File: src/rtl/load_store_unit.sv
`default_nettype none
// +--------------------------------------------------------------------------+
// | load_store_unit : RV32I memory-stage LSU with valid/ready data port.      |
// | Optional RESP timeout when LSU_TIMEOUT_EN is defined.                     |
// | Revision 1.0                                                              |
// +--------------------------------------------------------------------------+
module load_store_unit #(
  parameter int TIMEOUT = 255
) (
  input  logic        clk,
  input  logic        rst_n,
  input  logic        req_valid,
  output logic        req_ready,
  input  logic        req_we,
  input  logic [2:0]  req_funct3,
  input  logic [31:0] req_addr,
  input  logic [31:0] req_wdata,
  input  logic [4:0]  req_rd,
  output logic        stall,
  output logic        mem_valid,
  input  logic        mem_ready,
  output logic        mem_we,
  output logic [31:0] mem_addr,
  output logic [31:0] mem_wdata,
  output logic [3:0]  mem_wstrb,
  input  logic        mem_rvalid,
  input  logic [31:0] mem_rdata,
  output logic        wb_valid,
  output logic        write_enable,
  output logic [4:0]  rd,
  output logic [31:0] dmem_out,
  output logic        misalign,
  output logic        bus_err,
  output logic [31:0] fault_addr
);

  typedef enum logic [1:0] {
    IDLE = 2'd0,
    REQ  = 2'd1,
    RESP = 2'd2
  } state_t;

  state_t      state_q, state_d;
  logic        we_q, we_d;
  logic [2:0]  funct3_q, funct3_d;
  logic [31:0] addr_q, addr_d;
  logic [31:0] wdata_q, wdata_d;
  logic [4:0]  req_rd_q, req_rd_d;
  logic [4:0]  rd_q, rd_d;
  logic [31:0] dmem_q, dmem_d;
  logic [31:0] fault_addr_q, fault_addr_d;
  logic        wb_valid_q, wb_valid_d;
  logic        write_enable_q, write_enable_d;
  logic        misalign_q, misalign_d;
  logic        bus_err_q, bus_err_d;

  logic        aligned, funct3_ok, access_ok;
  logic [7:0]  load_byte;
  logic [15:0] load_half;
  logic [31:0] load_data;

`ifdef LSU_TIMEOUT_EN
  logic [15:0] cnt_q, cnt_d;
`else
  logic unused_timeout;
  assign unused_timeout = (TIMEOUT > 0);
`endif

  always_comb begin
    aligned = 1'b0;
    case (req_funct3[1:0])
      2'b00:   aligned = 1'b1;
      2'b01:   aligned = ~req_addr[0];
      2'b10:   aligned = (req_addr[1:0] == 2'b00);
      default: aligned = 1'b0;
    endcase
    funct3_ok = req_we ? (req_funct3 < 3'd3)
                       : !(req_funct3 == 3'd3 || req_funct3 == 3'd6 || req_funct3 == 3'd7);
    access_ok = aligned && funct3_ok;
  end

  // Lane extraction uses the captured address, not the live request
  always_comb begin
    load_byte = 8'h00;
    case (addr_q[1:0])
      2'b00: load_byte = mem_rdata[7:0];
      2'b01: load_byte = mem_rdata[15:8];
      2'b10: load_byte = mem_rdata[23:16];
      2'b11: load_byte = mem_rdata[31:24];
      default: load_byte = 8'h00;
    endcase
    load_half = addr_q[1] ? mem_rdata[31:16] : mem_rdata[15:0];
    case (funct3_q)
      3'b000:  load_data = {{24{load_byte[7]}}, load_byte};
      3'b100:  load_data = {24'h000000, load_byte};
      3'b001:  load_data = {{16{load_half[15]}}, load_half};
      3'b101:  load_data = {16'h0000, load_half};
      default: load_data = mem_rdata;
    endcase
  end

  always_comb begin
    mem_wstrb = 4'b0000;
    case (funct3_q[1:0])
      2'b00:   mem_wdata = {4{wdata_q[7:0]}};
      2'b01:   mem_wdata = {2{wdata_q[15:0]}};
      default: mem_wdata = wdata_q;
    endcase
    if (we_q) begin
      case (funct3_q[1:0])
        2'b00:   mem_wstrb = 4'b0001 << addr_q[1:0];
        2'b01:   mem_wstrb = addr_q[1] ? 4'b1100 : 4'b0011;
        default: mem_wstrb = 4'b1111;
      endcase
    end
  end

  always_comb begin
    state_d        = state_q;
    we_d           = we_q;
    funct3_d       = funct3_q;
    addr_d         = addr_q;
    wdata_d        = wdata_q;
    req_rd_d       = req_rd_q;
    rd_d           = rd_q;
    dmem_d         = dmem_q;
    fault_addr_d   = fault_addr_q;
    wb_valid_d     = 1'b0;
    write_enable_d = 1'b0;
    misalign_d     = 1'b0;
    bus_err_d      = 1'b0;
`ifdef LSU_TIMEOUT_EN
    cnt_d          = cnt_q;
`endif
    case (state_q)
      IDLE: begin
        if (req_valid) begin
          we_d     = req_we;
          funct3_d = req_funct3;
          addr_d   = req_addr;
          wdata_d  = req_wdata;
          req_rd_d = req_rd;
          if (access_ok) begin
            state_d = REQ;
          end else begin
            misalign_d   = 1'b1;
            fault_addr_d = req_addr;
          end
        end
      end
      REQ: begin
        if (mem_ready) begin
          if (we_q) begin
            state_d    = IDLE;
            wb_valid_d = 1'b1;
            rd_d       = req_rd_q;
          end else begin
            state_d = RESP;
`ifdef LSU_TIMEOUT_EN
            cnt_d   = 16'd0;
`endif
          end
        end
      end
      RESP: begin
        if (mem_rvalid) begin
          state_d        = IDLE;
          dmem_d         = load_data;
          wb_valid_d     = 1'b1;
          write_enable_d = 1'b1;
          rd_d           = req_rd_q;
        end
`ifdef LSU_TIMEOUT_EN
        // Fires in the cycle the count would reach TIMEOUT
        else if (cnt_q == 16'(TIMEOUT - 1)) begin
          state_d      = IDLE;
          bus_err_d    = 1'b1;
          wb_valid_d   = 1'b1;
          fault_addr_d = addr_q;
        end else begin
          cnt_d = cnt_q + 16'd1;
        end
`endif
      end
      default: state_d = IDLE;
    endcase
  end

  always_ff @(posedge clk) begin
    if (!rst_n) begin
      state_q        <= IDLE;
      we_q           <= 1'b0;
      funct3_q       <= 3'b000;
      addr_q         <= 32'h0;
      wdata_q        <= 32'h0;
      req_rd_q       <= 5'd0;
      rd_q           <= 5'd0;
      dmem_q         <= 32'h0;
      fault_addr_q   <= 32'h0;
      wb_valid_q     <= 1'b0;
      write_enable_q <= 1'b0;
      misalign_q     <= 1'b0;
      bus_err_q      <= 1'b0;
    end else begin
      state_q        <= state_d;
      we_q           <= we_d;
      funct3_q       <= funct3_d;
      addr_q         <= addr_d;
      wdata_q        <= wdata_d;
      req_rd_q       <= req_rd_d;
      rd_q           <= rd_d;
      dmem_q         <= dmem_d;
      fault_addr_q   <= fault_addr_d;
      wb_valid_q     <= wb_valid_d;
      write_enable_q <= write_enable_d;
      misalign_q     <= misalign_d;
      bus_err_q      <= bus_err_d;
    end
  end

`ifdef LSU_TIMEOUT_EN
  always_ff @(posedge clk) begin
    if (!rst_n) cnt_q <= 16'd0;
    else        cnt_q <= cnt_d;
  end
`endif

  assign req_ready    = (state_q == IDLE);
  assign stall        = (state_q != IDLE);
  assign mem_valid    = (state_q == REQ);
  assign mem_we       = we_q;
  assign mem_addr     = {addr_q[31:2], 2'b00};
  assign wb_valid     = wb_valid_q;
  assign write_enable = write_enable_q;
  assign rd           = rd_q;
  assign dmem_out     = dmem_q;
  assign misalign     = misalign_q;
  assign bus_err      = bus_err_q;
  assign fault_addr   = fault_addr_q;

endmodule
`default_nettype wire

File: config.mk
export PLATFORM = sky130hd
export DESIGN_NAME = load_store_unit
export DESIGN_NICKNAME = d
export VERILOG_FILES = /design/src/rtl/load_store_unit.sv
export SDC_FILE = /design/constraint.sdc
export NUM_CORES = 1
export LEC_CHECK = 0
export ABC_AREA = 1
export CORE_MARGIN = 2
export CORE_UTILIZATION = 44
export DETAILED_ROUTE_END_ITERATION = 8
export MAX_ROUTING_LAYER = met4
export PLACE_DENSITY = 0.89
export SYNTH_ARGS = -nofsm -noshare
export SYNTH_HDL_FRONTEND = slang
export SYNTH_SLANG_ARGS = --single-unit
File: constraint.sdc
create_clock -name clk -period 1.8 [get_ports clk]
set_clock_uncertainty 0.05 [all_clocks]
set_input_delay 0.36 -clock clk [delete_from_list [all_inputs] [get_ports clk]]
set_output_delay 0.36 -clock clk [all_outputs]
set_load 0.1 [all_outputs]
==> metrics.txt <==
synthesis warning total 0; TritonCTS clock tree done; Longest Clk Path Bufs 2; share of the synthesized area in the top cell type 45.2%; cell type of the slowest stage on the worst timing path dfxtp_4; total power divided by cell area 2010 nW/um^2; syn avg cell area 7.21 um^2; data arrival time of the critical path 1.69 ns; hpwl dp 16200 um; Fmax 476 MHz; Largest stage delay, worst path 0.36 ns; startpoint class of the critical path flip-flop; Clock Root Buffer clkbuf_16; global-route wire length before repair 36400 um; Worst VDD drop 1.35 mV; number of endpoints failing setup at the final stage 29; Post-CTS Hold Buffers 0; Yosys cell types 33; total wirelength of the detailed-routed design 23600 um; max-slew violation count 0; routed vias 7140; first-pass iteration count of the detailed router 7; biggest area consumer among synthesized cells dfxtp_1; die outline area 15800 um^2; run status finished, violations left; number of CTS-inserted buffers 17; share of synthesized area occupied by flip-flops and latches 45.2%; pin count of the biggest net entering global routing 83; total global routing overflow 0; commonest non-fill, non-tap cells in the layout nor2_1 (168), buf_12 (150), nand2_1 (141), dfxtp_1 (141), o21ai_0 (113); Worst Setup Slack, final -0.300 ns; DRT antenna net count 0; netlist area before placement 6510 um^2; count of H-tree levels built during CTS 4; Crit Path Category reg -> out; standby leakage power 4.81 nW; setup_tns -5.52 ns; CP max FO 6; clock-pin slew of the registers on the worst-case setup and hold paths 0.06 ns; max-cap violation count 0; failing checks setup timing; last weighted congestion value of the routability-driven placer 0.913; die extent in x 126 um; drt first-iter violations 721; worst min-delay path category in -> reg; area growth from synthesis to layout 79.6%; top_reg_cell synth dfxtp_1; effective utilization at floorplan 44.9%; flip-flop and latch count after synthesis 147; Core Footprint 14500 um^2; overall global routing resource usage 29.7%; Vert. Die Dim 126 um; clock insertion delay at the later pin of the skew report 0.42 ns; Synth Instances 902; ratio of routed vias to standard cells 5.37; most frequent standard cell in the layout excluding fill and tap cells nor2_1; Required @ worst endpoint 1.39 ns; via count of the first global-routing pass 7182; num rows 44; CP dominant cell by count buf_12; Top delay family on crit path flip-flops; count of endpoints failing hold in the final timing report 0; top cells by area, synth dfxtp_1 (45%), nor2_1 (9.9%), nand2_1 (9.5%); number of nets in the final layout 1246; DR WL/cell 17.7 um; Async SR Flop Fraction 0%; fraction of final layout cells sized beyond drive strength 1 27.4%; total buffers and inverters traversed by the critical path 2; number of sinks on the clock net 147; Residual DRC 0; final core utilization 80.7%; Setup crit end kind output pin; ports placed on the boundary 255; unrepaired setup endpoints after global routing yes; Period Utilization, post-route 117%; count of flip-flops with a built-in enable after synthesis 0; post-route worst hold slack 0.283 ns; min cycle time layout 2.10 ns; critical-path cell list buf_12 -> nor2_8 -> nand2_1 -> o211ai_1 -> buf_12; count of buffers from port buffering 251; initial antenna violation count 1
==> routing by layer <==
metal / vias up / track usage (%) / part of all wire [%]
met1: 3323 / 32.6 / 36
met5: - / - / 0
met3: 100 / 7.77 / 8.8
met4: 0 / 14.2 / 5.2
li1: 3333 / - / -
met2: 384 / 50.2 / 50
==> timing repair <==
action	CTS	global route
gates cloned	1	3
resized for setup	26	48
setup buffers	8	11
setup endpoints to repair	36	44
pin swaps	7	16
==> logic make-up (layout without fill, tap and decap cells) <==
kind of cell | count (synthesis) | count (layout) | share of synthesized area (%)
buffers and inverters | 150 | 389 | 11.9
AO/OA/AOI/OAI | 228 | 228 | 19.1
adder cells (fa/ha/maj) | 3 | 3 | 0.577
AND/OR/NAND/NOR | 373 | 374 | 23.2
other | 1 | 5 | 0.0576
flip-flops | 147 | 147 | 45.2
==> final cells by class <==
| class | count | area (um^2) |
|---|---|---|
| diodes | 2 | 5.00 |
| clock buffers | 23 | 509 |
| clock inverters | 7 | 70.1 |
| fillers | 842 | 2790 |
| inverters | 54 | 229 |
| multi-input cells | 608 | 3140 |
| flip-flops and latches | 147 | 2960 |
| well taps | 184 | 230 |
| repair buffers | 305 | 4550 |
==> tightest hold or removal path: stages <==
cell and delay (ns):
buf_2 0.20, nand2_1 0.10, nor2_1 0.04
==> power breakdown <==
group	internal (mW)	total [mW]	leakage (nW)	switching [mW]
Combinational	5.25	15.0	3.31	9.80
Sequential	4.10	5.00	1.21	0.900
Clock	2.12	3.48	0.287	1.36
Total	11.5	23.5	4.81	12.1
==> final timing paths <==
kind	start	endpoint	slack (ns)	depth (start not counted)
setup / recovery	funct3_q[0]	mem_wdata[27]	-0.30	5
hold / removal	rst_n	state_q[1]	0.28	3
setup reg to reg	funct3_q[1]	dmem_out[12]	-0.11	7
hold reg to reg	wdata_q[28]	wdata_q[28]	0.44	2
==> registers in the layout (all words and copies together), names as in the netlist <==
name          cells
addr_q           32
dmem_out         32
fault_addr       32
wdata_q          32
rd                5
req_rd_q          5
funct3_q          3
state_q           2
mem_we            1
misalign          1
wb_valid          1
write_enable      1
==> cells in the mapped netlist, types with 2 or more instances <==
cell type,instances
buf_6,2
inv_1,50
buf_2,12
inv_2,3
o22ai_1,7
ha_1,3
o21ai_0,122
dfxtp_1,147
or2_2,7
nor2_4,2
a211oi_1,8
o211ai_1,8
buf_4,44
nand2_1,165
a21oi_1,69
o21ai_2,11
nor2_1,172
clkbuf_1,30
nand3_1,20
buf_1,7
==> per-stage QoR <==
step / std cells / area, um^2 / worst slack, ns / power [mW]
CTS: 1317 / 11400 / -0.304 / 23.0
floorplan: 904 / 6700 / -0.794 / 14.2
detailed placement: 1278 / 10600 / -0.134 / 19.1
finish: 1330 / 11700 / -0.300 / 23.5
global placement: 1278 / 10600 / -0.0338 / 18.9
global route: 1329 / 11700 / -0.359 / 24.3
No activity file was read; power rests on OpenSTA's default activity.
